[src/rtl/board_input_ctrl.sv]
// Front-panel input controller: synchronises and debounces run/step buttons and the LED switch, runs HALT/RUN/STEP.
// Latency: raw edge to accepted level 2+DEBOUNCE_CYCLES cycles; one more cycle to the registered FSM state.
// Backpressure: none; all inputs are level-sampled every cycle and outputs are plain levels/strobes.
module board_input_ctrl #(
  parameter int unsigned DEBOUNCE_CYCLES = 1000000
) (
  input  logic clk,
  input  logic rst,
  input  logic btn_run,
  input  logic btn_step,
  input  logic sw_leds,
  input  logic halt_req,
  output logic cpu_state,
  output logic cpu_en,
  output logic step_pulse,
  output logic leds_switch
);

  // Bit 0 = run button, bit 1 = step button, bit 2 = LED switch.
  localparam int          NIN      = 3;
  localparam logic [31:0] CNT_LAST = 32'(DEBOUNCE_CYCLES - 1);

  typedef enum logic [1:0] {
    HALT = 2'd0,
    RUN  = 2'd1,
    STEP = 2'd2
  } state_t;

  logic [NIN-1:0] sync1;
  logic [NIN-1:0] sync2;
  logic [NIN-1:0] acc;
  logic [1:0]     acc_prev;   // only the buttons need edge detection
  logic [31:0]    cnt [NIN];

  logic   press_run;
  logic   press_step;
  state_t state;
  state_t state_nxt;

  // Two-flop synchronisers, per-input debounce counters and accepted levels.
  always_ff @(posedge clk) begin
    if (rst) begin
      sync1    <= '0;
      sync2    <= '0;
      acc      <= '0;
      acc_prev <= '0;
      for (int i = 0; i < NIN; i++) begin
        cnt[i] <= '0;
      end
    end else begin
      sync1    <= {sw_leds, btn_step, btn_run};
      sync2    <= sync1;
      acc_prev <= acc[1:0];
      for (int i = 0; i < NIN; i++) begin
        if (sync2[i] == acc[i]) begin
          cnt[i] <= '0;
        end else if (cnt[i] == CNT_LAST) begin
          acc[i] <= sync2[i];
          cnt[i] <= '0;
        end else begin
          cnt[i] <= cnt[i] + 32'd1;
        end
      end
    end
  end

  // Presses are rising edges of the accepted level; releases are ignored.
  assign press_run   = acc[0] & ~acc_prev[0];
  assign press_step  = acc[1] & ~acc_prev[1];
  assign leds_switch = acc[2];

  // FSM state register.
  always_ff @(posedge clk) begin
    if (rst) begin
      state <= HALT;
    end else begin
      state <= state_nxt;
    end
  end

  // Next-state logic; halt_req has top priority except in STEP, which always completes.
  always_comb begin
    state_nxt = state;
    unique case (state)
      HALT: begin
        if (halt_req)        state_nxt = HALT;
        else if (press_run)  state_nxt = RUN;
        else if (press_step) state_nxt = STEP;
      end
      RUN: begin
        if (halt_req)       state_nxt = HALT;
        else if (press_run) state_nxt = HALT;
      end
      STEP:    state_nxt = HALT;
      default: state_nxt = HALT;
    endcase
  end

  // Moore outputs decoded from the registered state.
  always_comb begin
    cpu_state  = (state == RUN);
    cpu_en     = (state == RUN) || (state == STEP);
    step_pulse = (state == STEP);
  end

endmodule

[config.mk]
export PLATFORM = sky130hd
export DESIGN_NAME = board_input_ctrl
export DESIGN_NICKNAME = d
export VERILOG_FILES = /design/src/rtl/board_input_ctrl.sv
export SDC_FILE = /design/constraint.sdc
export NUM_CORES = 1
export LEC_CHECK = 0
export ABC_AREA = 1
export BUFFER_PORTS_ARGS = -buffer_cell sky130_fd_sc_hd__buf_2
export CORE_ASPECT_RATIO = 1.5
export CORE_MARGIN = 4
export CORE_UTILIZATION = 30
export DETAILED_ROUTE_END_ITERATION = 6
export SYNTH_ARGS = -nofsm -noshare
export SYNTH_HDL_FRONTEND = slang
export SYNTH_SLANG_ARGS = --single-unit
[constraint.sdc]
create_clock -name clk -period 2 [get_ports clk]
set_input_delay 0.2 -clock clk [delete_from_list [all_inputs] [get_ports clk]]
set_output_delay 0.2 -clock clk [all_outputs]
set_load 0.02 [all_outputs]
==> impl_metrics.py <==
metrics = {
    "synth": {
        "netlist.area_leader.share_pct": 40.9,
        "ys_ff_latch": 109,
        "yosys_most_used_dff": "edfxtp_1",
        "synth_area_um2": 7050,
        "synthArstFlopShare_pct": 0,
        "netlist-cell-type-count": 29,
        "avgSynthCellArea_um2": 7.35,
        "netlist_instances": 960,
        "ys_top_cells_by_area": "edfxtp_1, nand2_1, nor2_1",
        "synth_seq_area_share_pct": 44.6,
        "netlist.top_cell.by_area": "edfxtp_1",
        "yosys_warnings": 0,
        "synth_edf_count": 96,
    },
    "setup_path": {
        "critPathMaxFanout": 22,
        "worstPathRequired_ps": 2110,
        "arrival_ps": 1950,
        "cp-start-kind": "flip-flop",
        "critPathCaptureType": "flip-flop",
        "worst-setup-path-type": "flip-flop to flip-flop",
    },
    "drt": {
        "routed_wl_um": 16100,
        "viasPerCell": 4.22,
        "route.detailed.drc": 0,
        "vias": 5896,
        "drt_iter0_markers": 262,
        "routedWlPerCell_um": 11.6,
        "ant_nets": 0,
        "dr.pass1.iters": 5,
    },
    "die": {
        "initial_core_util_pct": 30.6,
        "dieArea_um2": 26100,
        "die_x_um": 133,
        "die_h_um": 196,
        "row_count": 68,
        "coreArea_um2": 23100,
        "io_pins": 10,
    },
    "global_route": {
        "grt_overflow": 0,
        "grt_max_degree": 32,
        "grt_antenna_before_repair": 0,
        "grt_pass1_wl_um": 27400,
        "grt_usage_pct": 13.0,
        "grt_pass1_vias": 6045,
    },
    "run": {
        "max_cap_viol_count": 0,
    },
    "place": {
        "hpwl_um": 12900,
        "placedInstanceArea_um2": 7870,
        "gp_congestion": 0.875,
        "place.port_buffers": 9,
    },
    "clock_network": {
        "clock_sinks": 109,
        "postCtsHoldBufs": 0,
        "cts-buffers-inserted": 9,
        "htreeDepth": 3,
        "cts_tree": "yes",
        "cts-root-buf": "clkbuf_16",
        "insertion_delay_ps": 360,
        "post_cts_resized": 0,
        "clkTransAtPathRegs_ps": 80,
        "cts_setup_buffers": 0,
        "cts-root-to-sink-buffers": 2,
    },
    "sta": {
        "finalClockSkew_ps": 11.6,
        "hold_viol": 0,
        "fin_hold_ws_ps": 34.6,
        "setup_violations": 0,
        "max_freq_mhz": 543,
        "finalCritPeriodShare_pct": 92.1,
        "slew_viol_final": 0,
        "fin_setup_tns_ps": 0,
        "min_period_ps": 1840,
        "rsz0062_at_grt": "no",
    },
    "power_and_ir_drop": {
        "p_leak_nw": 3.30,
        "vdd_drop_max_v": 0.000422,
        "power_density_nw_per_um2": 607,
        "p_total_mw": 4.97,
    },
    "final_layout": {
        "final_util_pct": 35.6,
        "diodes": 0,
        "postLayoutCellArea_um2": 8200,
        "area_growth_pct": 16.2,
        "nets": 1089,
        "drive_above_1_share_pct": 7.86,
    },
    "min_path": {
        "min_path_type": "primary input to flip-flop",
    },
    "run_status": {
        "run_status": "finished, final reports clean",
    },
}
[kinds of logic after synthesis]
logic type,count (synthesis),share of synthesized area (%)
other cells,1,0.0532
buf+inv,115,6.86
xor+xnor,42,5.21
fa+ha+maj,6,1.06
flops,109,44.6
simple gates,653,39.6
compound gates,34,2.68
[layout by cell type, fill, tap and decap left out, drive strengths merged]
cell type | Yosys | final
buf | 7 | 19
edfxtp | 96 | 96
dfxtp | 13 | 13
xor2 | 26 | 26
conb | 1 | 96
nor2 | 257 | 257
a211oi | 1 | 1
xnor2 | 16 | 16
nand3b | 25 | 25
o21ai | 7 | 7
nand3 | 40 | 40
o21bai | 2 | 2
clkbuf | 1 | 11
or2 | 4 | 4
bufinv | 0 | 2
a21oi | 24 | 24
and2 | 3 | 3
nand2 | 317 | 317
nand4 | 6 | 6
nor3 | 1 | 1
inv | 107 | 110
ha | 6 | 6
[power by group]
group          switching (mW)  internal (mW)  leakage [nW]
Combinational           0.181         0.0988          2.04
Sequential             0.0958           2.56          1.10
Clock                   0.884           1.15         0.163
[path summary, 6_finish.rpt]
kind	from	endpoint	slack, ps	cells after the start
worst min register to register	sync1[1]	sync2[1]	400	2
worst max register to register	cnt[0][25]	cnt[0][25]	160	7
worst min-delay path	sw_leds	sync1[2]	30	3
worst max-delay path	cnt[0][25]	cnt[0][25]	160	7
[per-layer routing]
| metal | global-route usage (%) | wire [um] | vias up |
|---|---|---|---|
| met4 | 7.74 | 769 | 0 |
| met1 | 13.4 | 6500 | 2628 |
| met5 | 0 | 0 | - |
| li1 | - | - | 3143 |
| met2 | 24.7 | 8550 | 79 |
| met3 | 1.95 | 326 | 46 |
[synthesized netlist by cell type (6+ instances only)]
library cell,n
nor2_2,19
edfxtp_1,96
buf_6,7
nand2_2,8
nand3b_1,25
a21oi_1,24
nor2_4,7
inv_1,103
nand3_2,7
o21ai_0,7
nand4_1,6
ha_1,6
dfxtp_1,13
xnor2_1,16
nand2_1,308
nand3_1,33
xor2_1,26
nor2_1,231
[final cells by class]
| type | count | area, um2 |
|---|---|---|
| Fill cell | 2477 | 14900 |
| Multi-Input combinational cell | 831 | 3780 |
| Sequential cell | 109 | 3140 |
| Inverter | 107 | 402 |
| Tap cell | 315 | 394 |
| Clock buffer | 11 | 243 |
| Timing Repair Buffer | 19 | 145 |
| Clock inverter | 5 | 88.8 |
[worst max-delay path: stages, from the launching register on]
cell and delay (ps):
edfxtp_1 480, nor2_1 130, nand3_1 100, nor2_1 280
nand2_1 180, o21bai_4 170, buf_12 180, nor2_1 70
[metrics by stage]
stage                     worst slack [ps]  instances
final                                  158       1397
after CTS                              146       1397
after floorplan                        343       1055
after global routing                  11.0       1397
after detailed placement               178       1381
after global placement                 220       1381
[state kept, by name (all words and copies together) (netlist names)]
signal    flops
acc           3
acc_prev      2
cnt          96
state         2
sync1         3
sync2         3
Power figures use the tool's default switching activity.
